### config.mk
export PLATFORM = sky130hd
export DESIGN_NAME = ecg_adc_sampler
export DESIGN_NICKNAME = d
export VERILOG_FILES = /design/src/rtl/alg_pkg.sv /design/src/rtl/rate_tick_gen.sv /design/src/rtl/ecg_adc_sampler.sv
export SDC_FILE = /design/constraint.sdc
export NUM_CORES = 1
export LEC_CHECK = 0
export CAP_MARGIN = 10
export CORE_ASPECT_RATIO = 1.1
export CORE_MARGIN = 2
export CORE_UTILIZATION = 57
export DETAILED_ROUTE_END_ITERATION = 6
export PLACE_DENSITY = 0.93
export REMOVE_ABC_BUFFERS = 1
export SLEW_MARGIN = 25
export SYNTH_ARGS = -nofsm -noshare
export SYNTH_HDL_FRONTEND = slang
export SYNTH_SLANG_ARGS = --single-unit
### constraint.sdc
create_clock -name i_clk -period 4.6 [get_ports i_clk]
set_clock_uncertainty 0.05 [all_clocks]
set_input_delay 0.46 -clock i_clk [delete_from_list [all_inputs] [get_ports i_clk]]
set_output_delay 0.46 -clock i_clk [all_outputs]
set_load 0.05 [all_outputs]
### src/rtl/alg_pkg.sv
// Shared types for the ECG detection path: sample type, ADC truncation slice
// and the ADC sampler state encoding.
package alg_pkg;

    localparam int ECG_SAMPLE_W   = 11;
    localparam int ADC_SAMPLE_MSB = 15;
    localparam int ADC_SAMPLE_LSB = 5;

    typedef logic [ECG_SAMPLE_W-1:0] ecg_sample;

    typedef enum logic [1:0] {
        IDLE,
        CONVST,
        WAIT_BUSY,
        WAIT_DATA
    } adc_samp_state_t;

    // XADC left-justifies its 12-bit result; keep the top 11 bits.
    function automatic ecg_sample adc_to_sample(input logic [15:0] tdata);
        return tdata[ADC_SAMPLE_MSB:ADC_SAMPLE_LSB];
    endfunction

endpackage

### src/rtl/rate_tick_gen.sv
// Free-running divide-by-DIV counter gated by an enable; one-cycle tick on the
// last count. Counter is parked at zero while disabled.
module rate_tick_gen #(
    parameter int DIV = 16
) (
    input  logic i_clk,
    input  logic i_nrst,
    input  logic i_en,
    output logic o_tick
);

    localparam int CW = (DIV > 1) ? $clog2(DIV) : 1;
    localparam logic [CW-1:0] LAST = CW'(DIV - 1);

    logic [CW-1:0] cnt_q, cnt_d;

    always_comb begin
        cnt_d = '0;
        if (i_en && (cnt_q != LAST)) cnt_d = cnt_q + 1'b1;
    end

    always_ff @(posedge i_clk or negedge i_nrst) begin
        if (!i_nrst) cnt_q <= '0;
        else         cnt_q <= cnt_d;
    end

    assign o_tick = i_en && (cnt_q == LAST);

endmodule

### src/rtl/ecg_adc_sampler.sv
// Paces XADC conversions at the ECG sample rate, captures the resulting stream
// beat as an ecg_sample and flags overrun/timeout conditions.
module ecg_adc_sampler
    import alg_pkg::*;
#(
    parameter int CLK_HZ         = 100_000_000,
    parameter int SAMPLE_HZ      = 360,
    parameter int CONVST_CYCLES  = 4,
    parameter int TIMEOUT_CYCLES = 1024
) (
    input  logic        i_clk,
    input  logic        i_nrst,
    input  logic        i_en,
    input  logic        i_clr_status,
    output logic        o_adc_convst,
    input  logic        i_adc_busy,
    input  logic        i_adc_tvalid,
    output logic        o_adc_tready,
    input  logic [15:0] i_adc_tdata,
    output ecg_sample   o_sample,
    output logic        o_sample_vld,
    output logic [15:0] o_sample_cnt,
    output logic        o_overrun,
    output logic        o_timeout
);

    localparam int DIV = CLK_HZ / SAMPLE_HZ;
    localparam int CCW = $clog2(CONVST_CYCLES + 1);
    localparam int TCW = $clog2(TIMEOUT_CYCLES + 1);

    adc_samp_state_t state_q, state_d;
    logic            convst_q, convst_d;
    logic            tready_q, tready_d;
    ecg_sample       sample_q, sample_d;
    logic            sample_vld_q, sample_vld_d;
    logic [15:0]     sample_cnt_q, sample_cnt_d;
    logic            overrun_q, overrun_d;
    logic            timeout_q, timeout_d;
    logic [CCW-1:0]  cc_q, cc_d;
    logic [TCW-1:0]  tc_q, tc_d;

    logic tick, accept, ovr_set, to_set;

    rate_tick_gen #(.DIV(DIV)) u_rate (
        .i_clk  (i_clk),
        .i_nrst (i_nrst),
        .i_en   (i_en),
        .o_tick (tick)
    );

    // Ready tracks enable only, so every beat is taken; state decides its fate.
    assign accept = i_adc_tvalid && tready_q;

    always_comb begin
        state_d      = state_q;
        convst_d     = convst_q;
        cc_d         = cc_q;
        tc_d         = tc_q;
        sample_d     = sample_q;
        sample_vld_d = 1'b0;
        sample_cnt_d = sample_cnt_q;
        tready_d     = i_en;
        ovr_set      = 1'b0;
        to_set       = 1'b0;

        if (!i_en) begin
            state_d  = IDLE;
            convst_d = 1'b0;
            cc_d     = '0;
            tc_d     = '0;
        end else begin
            if (tick && (state_q != IDLE)) ovr_set = 1'b1;
            unique case (state_q)
                IDLE: begin
                    if (accept) ovr_set = 1'b1;
                    if (tick) begin
                        state_d  = CONVST;
                        convst_d = 1'b1;
                        cc_d     = '0;
                    end
                end
                CONVST: begin
                    if (accept) ovr_set = 1'b1;
                    if (cc_q == CCW'(CONVST_CYCLES - 1)) begin
                        state_d  = WAIT_BUSY;
                        convst_d = 1'b0;
                        tc_d     = '0;
                    end else begin
                        cc_d = cc_q + 1'b1;
                    end
                end
                WAIT_BUSY, WAIT_DATA: begin
                    tc_d = tc_q + 1'b1;
                    // A beat before busy is a fast conversion and is still valid data.
                    if (accept) begin
                        sample_d     = adc_to_sample(i_adc_tdata);
                        sample_vld_d = 1'b1;
                        sample_cnt_d = sample_cnt_q + 16'd1;
                        state_d      = IDLE;
                    end else if (tc_d == TCW'(TIMEOUT_CYCLES)) begin
                        to_set  = 1'b1;
                        state_d = IDLE;
                    end else if ((state_q == WAIT_BUSY) && i_adc_busy) begin
                        state_d = WAIT_DATA;
                    end
                end
                default: state_d = IDLE;
            endcase
        end

        // Set beats a simultaneous clear.
        overrun_d = ovr_set || (overrun_q && !i_clr_status);
        timeout_d = to_set  || (timeout_q && !i_clr_status);
    end

    always_ff @(posedge i_clk or negedge i_nrst) begin
        if (!i_nrst) begin
            state_q      <= IDLE;
            convst_q     <= 1'b0;
            tready_q     <= 1'b0;
            sample_q     <= '0;
            sample_vld_q <= 1'b0;
            sample_cnt_q <= '0;
            overrun_q    <= 1'b0;
            timeout_q    <= 1'b0;
            cc_q         <= '0;
            tc_q         <= '0;
        end else begin
            state_q      <= state_d;
            convst_q     <= convst_d;
            tready_q     <= tready_d;
            sample_q     <= sample_d;
            sample_vld_q <= sample_vld_d;
            sample_cnt_q <= sample_cnt_d;
            overrun_q    <= overrun_d;
            timeout_q    <= timeout_d;
            cc_q         <= cc_d;
            tc_q         <= tc_d;
        end
    end

    assign o_adc_convst = convst_q;
    assign o_adc_tready = tready_q;
    assign o_sample     = sample_q;
    assign o_sample_vld = sample_vld_q;
    assign o_sample_cnt = sample_cnt_q;
    assign o_overrun    = overrun_q;
    assign o_timeout    = timeout_q;

endmodule
==> results by group <==
Status
  • Status: finished clean

Critical path
  • Worst EP arrival: roughly 2.6 ns
  • Setup crit end kind: register
  • Critical path class: in2reg
  • Crit path cell chain: clkdlybuf4s50_1, and4_1, buf_4, nand4_1, nor2b_1, nand4_1, xnor2_1
  • Worst r2r src: state_q[1]$_DFFE_PN0P_
  • Reg2Reg Setup Slack: 2.54 ns
  • Reg2reg path depth: 6
  • Critical Path Start Type: input port
  • Max incr delay on CP: approximately 0.77 ns
  • CP bufs+invs: 2
  • Worst-path maximum fanout: 18
  • Critical Path RT: 4.79 ns
  • Worst path slowest cell: clkdlybuf4s50_1
  • Family with the most delay on the worst path: buffers and inverters
  • CP most frequent cell: nand4_1
  • FF-to-FF End: o_sample_cnt[15]$_DFFE_PN0P_

STA
  • Worst-Margin Slew: 0.811 ns
  • Final setup TNS: 0 ns
  • Max-slew violations: 0
  • Endpoints failing setup: 0
  • Relative max-transition margin: 45.9%
  • Fmax: approximately 420 MHz
  • Final Hold Viols: 0
  • RSZ-0062 raised after global routing: false
  • Fin crit share: 51.9%
  • Post-route setup slack: around 2.2 ns
  • Final min period: around 2.4 ns

Global route
  • Largest net degree at the start of global routing: 57
  • GRT Overall Usage: around a quarter
  • Initial antenna violation count: 0
  • GR Overflow Total: 0
  • Vias in the first global route: 2523
  • Global-route wire length before repair: 11.7 mm

Pwr
  • Leak: ~1.8 nW
  • Pwr per Cell Area: ~320 mW/mm^2
  • Maximum VDD drop: 0.000251 V

Synth
  • #FFs+latches synth: 67
  • Post-synthesis compound-gate area fraction: under 10%
  • Yosys top cell area share: 52.3%
  • Xor/xnor cell area share of the yosys netlist: 9.83%
  • Mapped Area: roughly 0.0032 mm^2
  • Largest family of logic cells by synthesized area: simple AND/OR/NAND/NOR gates
  • Synth warnings: 0
  • Post-synth EDFFs: 0
  • Ys async rst share: between 90% and 100%
  • Top FF cell, synth: dfrtp_1
  • Synth top area cells: dfrtp_1, xor2_1, xnor2_1
  • Synth Area in Adders: between 2 and 2.5%
  • Post-synth top area cell: dfrtp_1
  • Post-synthesis cell count: between 300 and 400
  • Syn avg cell area: 10.4 um^2
  • Post-synthesis simple-gate area fraction: roughly a fifth
  • Distinct cells, synth: 50
  • Register area share after synthesis: 52.3%
  • Mux cell area share after synthesis: 4.52%

Die
  • Die width: roughly 76 um
  • Initial Utilization: 59.5%
  • Num ports: 54
  • Die area: between 0.006 and 0.007 mm^2
  • Cell Rows: 28
  • CORE AREA: roughly 0.0054 mm^2
  • Die height: 82.7 um

Clock tree
  • Clk_lat worst skew: ~0.34 ns
  • CTS Buf Count: 9
  • CTS clk-pin slew, worst paths: around 0.07 ns
  • CTS H-tree lvls: 3
  • CTS tree: yes
  • CTS sink count: 67
  • Max Buffers Root-to-Sink: 2
  • Post-CTS setup buffer count: 0
  • Root Buffer: clkbuf_8

Routing
  • Drt via density: about 5.7
  • Drt wl/cell: between 15 and 20 um
  • Drt first pass iters: 4
  • Final ANT Viol Nets: 0
  • Via Count: approximately 2500
  • Starting DRC count in detailed routing: just over 200
  • Total wire length: between 7 and 8 mm
  • # DRC: 0

Placement
  • Port bufs: 48
  • Global placer's final weighted congestion: between 0.8 and 0.9
  • Pre-CTS setup slack: roughly 1.9 ns
  • Final HPWL DP: approximately 4.6 mm

Flow run
  • Max_cap viols: 0

Final layout
  • Layout fillers: around 380
  • Multi-input combinational cell area: ~0.0014 mm^2
  • N_diodes: 0
  • Synth-to-layout area growth: 24.2%
  • Layout cells sized above 1: between 10% and 20%
  • Nets@finish: between 300 and 400
  • Register area: around 0.0017 mm^2

Worst hold path
  • Worst hold-check path type: reg2reg
  • Worst Min Path Start: o_sample_cnt[15]$_DFFE_PN0P_
  • Hold endpoint: o_sample_cnt[15]$_DFFE_PN0P_
  • WHS Path Cells: 1
-- area by class of cell --
class                      count  area share (%)
sequential                    67            42.1
inverter                      12            1.13
clock inverter                 5            2.51
timing repair buffer          51            12.6
clock buffer                  11            3.55
multi-input combinational    220            35.8
tap                           75            2.36
-- report_power, final --
part / leakage (nW) / internal [mW] / switching (mW)
Sequential: 0.928 / 0.595 / 0.00611
Clock: 0.123 / 0.373 / 0.223
Combinational: 0.726 / 0.0273 / 0.0418
-- cells in the mapped netlist, drive strengths merged, types with 7 or more instances --
library cell   n
nand2         33
nand4         16
nand3         10
and3           7
nor2          37
inv           12
o21ai         15
dfrtp         67
xor2          19
mux2          12
xnor2         17
-- state kept, by name (all words and copies together) (netlist names), 2 cells and up --
| register | cells |
|---|---|
| u_rate.cnt_q | 19 |
| o_sample_cnt | 16 |
| o_sample | 11 |
| tc_q | 11 |
| cc_q | 3 |
| state_q | 2 |
-- worst max-delay path by stage --
stage	startpoint	to	cells past startpoint
2_1_floorplan	o_adc_tready$_DFF_PN0_	o_sample_cnt[15]$_DFFE_PN0P_	5
3_3_place_gp	i_en	o_sample_cnt[15]$_DFFE_PN0P_	7
3_5_place_dp	i_en	o_sample_cnt[15]$_DFFE_PN0P_	7
4_1_cts	i_en	o_sample_cnt[15]$_DFFE_PN0P_	7
5_1_grt	i_en	o_sample_cnt[15]$_DFFE_PN0P_	7
6_report	i_en	o_sample_cnt[15]$_DFFE_PN0P_	7
-- repair_timing --
item / in CTS / in global routing
endpoints found under the hold margin: 11 / 0
hold buffers: 1 / 0
resized for setup: 0 / 0
-- placed cells by master, fill, tap and decap left out, types with 10 or more instances in the layout --
cell / count
dfrtp_1: 67
clkdlybuf4s50_1: 47
nor2_1: 37
nand2_1: 32
xor2_1: 19
xnor2_1: 17
nand4_1: 15
o21ai_0: 15
inv_1: 12
mux2_2: 12
nand3_1: 10
clkbuf_8: 10
-- worst register-to-register path: cells and delay by family, from the launching register on --
kind                   cells  cell delay (ns)
XOR/XNOR                   1             0.15
buffers and inverters      1             0.27
flip-flops                 1             0.57
AND/OR/NAND/NOR            4             0.92
-- cell families (layout without fill, tap and decap cells) --
family / count (synthesis) / after routing
simple gates: 125 / 125
flops: 67 / 67
compound gates: 40 / 40
xor+xnor: 36 / 36
buf+inv: 21 / 79
mux: 13 / 13
fa+ha+maj: 6 / 6
-- layer usage --
layer  routed length, um  vias up  global-route usage [%]  part of all wire, %
li1                    -     1184                       -                    -
met1                2850     1228                    30.2                   40
met2                3670       95                    42.8                   52
met3                 357       21                    4.49                  5.1
met4                 176        0                    14.0                  2.5
met5                   0        -                       0                    0
-- metrics by stage --
stage                     hold slack (ns)  cells  instance area (um^2)  utilization, %  total power, mW
after floorplan                     0.114    299                  3150               -            0.641
after global placement              0.289    424                  3730            69.2            0.680
after detailed placement            0.298    424                  3730            69.2            0.682
after CTS                           0.431    441                  3980            73.8             1.27
after global routing                0.459    441                  3980            73.8             1.30
final                               0.428    441                  3980            73.8             1.27
Note: power is estimated with default switching activity, not from simulation.
==> variant 1 (config.mk and constraints unchanged) <==
The 4 states of `adc_samp_state_t` get a Gray code encoding in 2 bits.
--- a/src/rtl/alg_pkg.sv
+++ b/src/rtl/alg_pkg.sv
@@ -10,8 +10,8 @@
 
     typedef enum logic [1:0] {
-        IDLE,
-        CONVST,
-        WAIT_BUSY,
-        WAIT_DATA
+        IDLE      = 2'b00,
+        CONVST    = 2'b01,
+        WAIT_BUSY = 2'b11,
+        WAIT_DATA = 2'b10
     } adc_samp_state_t;
 
Behaviour: same outputs for any inputs over 10 cycles, from zero or initial values and one cycle with i_nrst low; not proved beyond that.
==> variant 1 against the unedited design <==
- setup slack got worse by 80 ps
- via count decreased by 2.9%
- power decreased by 6.7%
- utilization decreased by 0.51 points
- synthesized area unchanged
- critical path type unchanged
- count of clock-buffer cells in the layout increased by 1
- sequential cell count unchanged
- die area unchanged
- synthesized cell count decreased by 3.6%
- wire length decreased by 8.9%
- largest cell class unchanged
- cell area decreased by 0.69%
==> variant 1: results (changes against the unedited design) <==
| Metric | Value |
|---|---|
| Clock-cell share of area | `5.440% (-0.62 points)` |
| Min-delay worst type | `in -> async` |
| Share of cells above drive strength 1 | `11.40% (+0.19 points)` |
| Most frequent cells after synthesis | `dfrtp_1 (67), nor2_1 (28), nand2_1 (23), o21ai_0 (18), xor2_1 (17)` |
| Nets | `376 (-3.3%)` |
| Largest net degree at the start of global routing | `68 (+19%)` |
| Xor/xnor share of the synthesized area | `9.009% (-0.82 points)` |
| GRT Total Usage | `22.92% (-2.3 points)` |
| Slowest CP cell | `clkdlybuf4s50_1` |
| Seq area share | `42.38% (+0.29 points)` |
| Drt first pass iters | `5 (+1)` |
| Area of the multi-input gates | `1454 µm² (+1.9%)` |
| Syn Inst Count | `297 (-3.6%)` |
| Reg2Reg Setup Slack | `2440 ps (-100 ps)` |
| Synth Area in Compound Gates | `9.477% (+1.5 points)` |
| Least-Margin Pin Slew | `814.0 ps (+2.612 ps)` |
| Non-Clock Buffer Count | `50 (-2.0%)` |
| # clk buffers | `12 (+1)` |
| Fraction of area in multi-input gates | `36.75% (+0.94 points)` |
| Final GP Congestion | `0.8643 (+1.8%)` |
| Area after DPL | `3741 µm² (+0.23%)` |
| Switching share of total power | `20.44% (-0.95 points)` |
| Cell total after placement | `412 (-2.8%)` |
| Fin cells | `426 (-3.4%)` |
| Hold_ws | `234.2 ps (-193.4 ps)` |
| Inverter count | `7 (-5)` |
| Fillers | `378 (+0.80%)` |
| Max Fclk | `405.5 MHz (-3.2%)` |
| DR vias/cell | `5.761 (+0.49%)` |
| Total CTS buffers | `9 (unchanged)` |
| Largest cells by area after synthesis | `dfrtp_1 (52%), xor2_1 (4.6%), xnor2_1 (4.4%)` |
| WL final | `6.418 mm (-8.9%)` |
| Status | `finished, final reports clean` |
| VDD IR max | `251.6 µV (+0.38%)` |
| Final HPWL DP | `4.362 mm (-4.3%)` |
==> variant 1: cell types whose count changed after synthesis, moves of 3 or more <==
cell	before	now
nand2_1	32	23
nor3_1	3	6
o21ai_0	15	18
clkbuf_1	2	6
nor2_1	37	28
a21boi_0	0	3
inv_1	12	7
==> variant 1: power groups by stage <==
stage	clock network (mW)	registers (mW)	logic (mW)
CTS	0.548	0.596	0.0461
global route	0.567	0.597	0.0503
detailed placement	0	0.607	0.0460
global placement	0	0.607	0.0446
floorplan	0	0.611	0.00989
finish	0.541	0.596	0.0450
==> variant 1: metal layers <==
layer / global-route usage [%] / vias to the layer above / part of all wire, %
li1: - / 1160 / -
met1: 27.01 / 1216 / 42
met2: 39.04 / 62 / 52
met3: 4.126 / 16 / 3.6
met4: 12.98 / 0 / 2.6
met5: 0 / - / 0
==> variant 2 (config.mk and constraints unchanged) <==
Made on the original files. The parameter `TIMEOUT_CYCLES` goes from 1024 to 512.
--- a/src/rtl/ecg_adc_sampler.sv
+++ b/src/rtl/ecg_adc_sampler.sv
@@ -7,5 +7,5 @@
     parameter int SAMPLE_HZ      = 360,
     parameter int CONVST_CYCLES  = 4,
-    parameter int TIMEOUT_CYCLES = 1024
+    parameter int TIMEOUT_CYCLES = 512
 ) (
     input  logic        i_clk,
Behaviour: no difference found for any inputs over 10 cycles, from zero or initial values and one cycle with i_nrst low; that may be too few to reach the edited logic, so the function may still have changed.
==> variant 2 against the unedited design <==
- synthesized area decreased by 1.4%
- synthesized cell count increased by 4.9%
- combinational power is 33% lower
- register-to-register slack worse by 30 ps
- sequential cell count fell by 1
- cell area shrank 2.2%
- wire length is 1.5% lower
- setup slack got worse by 99 ps
- power decreased by 11%
- via count is 0.87% higher
- cell count rose by 2.7%
- largest cell class unchanged
==> variant 2: results (changes against the unedited design) <==
| Metric | Value |
|---|---|
| P_seq | `588 µW (-2%)` |
| Max FFs per register | `19 (unchanged)` |
| Clk slew on worst S/H paths | `70 ps (about the same)` |
| Combinational power | `46.4 µW (-33%)` |
| Switching share of total power | `23.36% (+2.0 points)` |
| Number of antenna violations at the first check in global routing | `0 (unchanged)` |
| Wirelength per Cell | `15.32 µm (-4.1%)` |
| Slowest CP cell | `clkdlybuf4s50_1` |
| Post-CTS Setup Inserts | `0 (unchanged)` |
| VDD IR max | `191.2 µV (-24%)` |
| CTS H-tree depth | `3 (unchanged)` |
| Lkg Pwr | `1.747 nW (-1.7%)` |
| Final HPWL DP | `4.743 mm (+4.1%)` |
| Min-delay worst type | `in -> async` |
| Synth Warn # | `0 (unchanged)` |
| Port Buf Inserts | `48 (unchanged)` |
| Least-Margin Pin Slew | `814.2 ps (+2.788 ps)` |
| Nets | `401 (+3.1%)` |
| Final GP Congestion | `0.8539 (+0.54%)` |
| First-iteration detailed-routing DRC count | `209 (+3.5%)` |
| First-pass GRT wire length | `11.74 mm (+0.23%)` |
| Most frequent cells after synthesis | `dfrtp_1 (66), nand2_1 (58), nor2_1 (33), o21ai_0 (22)` |
| Netlist cell types | `48 (-4.0%)` |
| Largest cells by area after synthesis | `dfrtp_1 (52%), nand2_1 (6.9%), xnor2_1 (5.3%)` |
| Seq/Total Area, Yosys | `52.19% (-0.068 points)` |
| Status | `finished, final reports clean` |
| Crit path max fanout | `17 (-1)` |
| Via count of the first global-routing pass | `2,554 (+1.2%)` |
| Diodes inserted | `0 (unchanged)` |
| Largest net degree at the start of global routing | `67 (+18%)` |
| Crit path max-delay family | `buffers and inverters` |
| Post-CTS sizing | `0 (unchanged)` |
| GRT Total Usage | `25.12% (-0.15 points)` |
| P_clk | `497 µW (-17%)` |
| Share of cells above drive strength 1 | `7.143% (-4.1 points)` |
| Max_cap viols | `0 (unchanged)` |
| Crit path largest cell delay | `slightly below 800 ps` |
| Drt first pass iters | `5 (+1)` |
| Worst-Skew Late Latency | `between 300 and 400 ps` |
| Clk root buf | `clkbuf_8` |
| Max Root-Sink Buffers | `2 (unchanged)` |
| Biggest register | `u_rate.cnt_q` |
| Async set-reset flop share out of synthesis | `100.0% (unchanged)` |
| DR vias/cell | `5.629 (-1.8%)` |
| Total CTS buffers | `9 (unchanged)` |
variant 2: worst register-to-register path: stages (launching register included):
cell and delay (ps):
dfrtp_1 530, nand4_4 310, inv_2 300, and4_1 300, nand3_1 160, nor2_1 180
xor2_1 170
variant 2: per-layer routing:
layer,up-vias,global-route usage (%),share of wire (%)
met5,-,0,0
met4,0,9.286,1.8
met3,15,6.189,5.5
met2,81,41.14,51
met1,1240,32.36,42
li1,1214,-,-
variant 2: cell type report:
cell class / count / area, µm²
clock inverter: 6 / 66.31
fill: 362 / 1464
timing repair buffer: 49 / 483.0
sequential: 66 / 1652
clock buffer: 10 / 137.6
tap: 75 / 93.84
multi-input combinational: 239 / 1434
inverter: 8 / 30.03
variant 2: cell families (layout without fill, tap and decap cells):
family,Yosys count,in the layout,share of synthesized area [%]
AOI/OAI and AO/OA,44,44,9.214
DFF,66,66,52.19
adders and majority gates,6,6,2.372
xor gates and xnor gates,35,35,9.687
and+or+nand+nor,154,154,24.04
buffers and inverters,18,73,2.491
variant 2: worst paths after layout:
kind / cells after the start / end / from / slack [ps]
worst min-delay path: 2 / o_sample_cnt[13] / i_nrst / 240
worst min register to register: 1 / o_sample_cnt[15] / o_sample_cnt[15] / 420
max in group asynchronous: 2 / tc_q[3] / i_nrst / 3730
worst max-delay path: 7 / o_sample_cnt[14] / i_en / 2110
worst max register to register: 6 / o_sample_cnt[14] / state_q[1] / 2510
min in group i_clk: 1 / o_sample_cnt[15] / o_sample_cnt[15] / 420
variant 2: metrics by stage:
step	std cells	setup WS [ps]	instance area, µm²
after global routing	453	1932	3896
after floorplan	313	2525	3115
after global placement	437	1833	3692
after detailed placement	437	1759	3692
after CTS	453	2100	3896
final	453	2115	3896
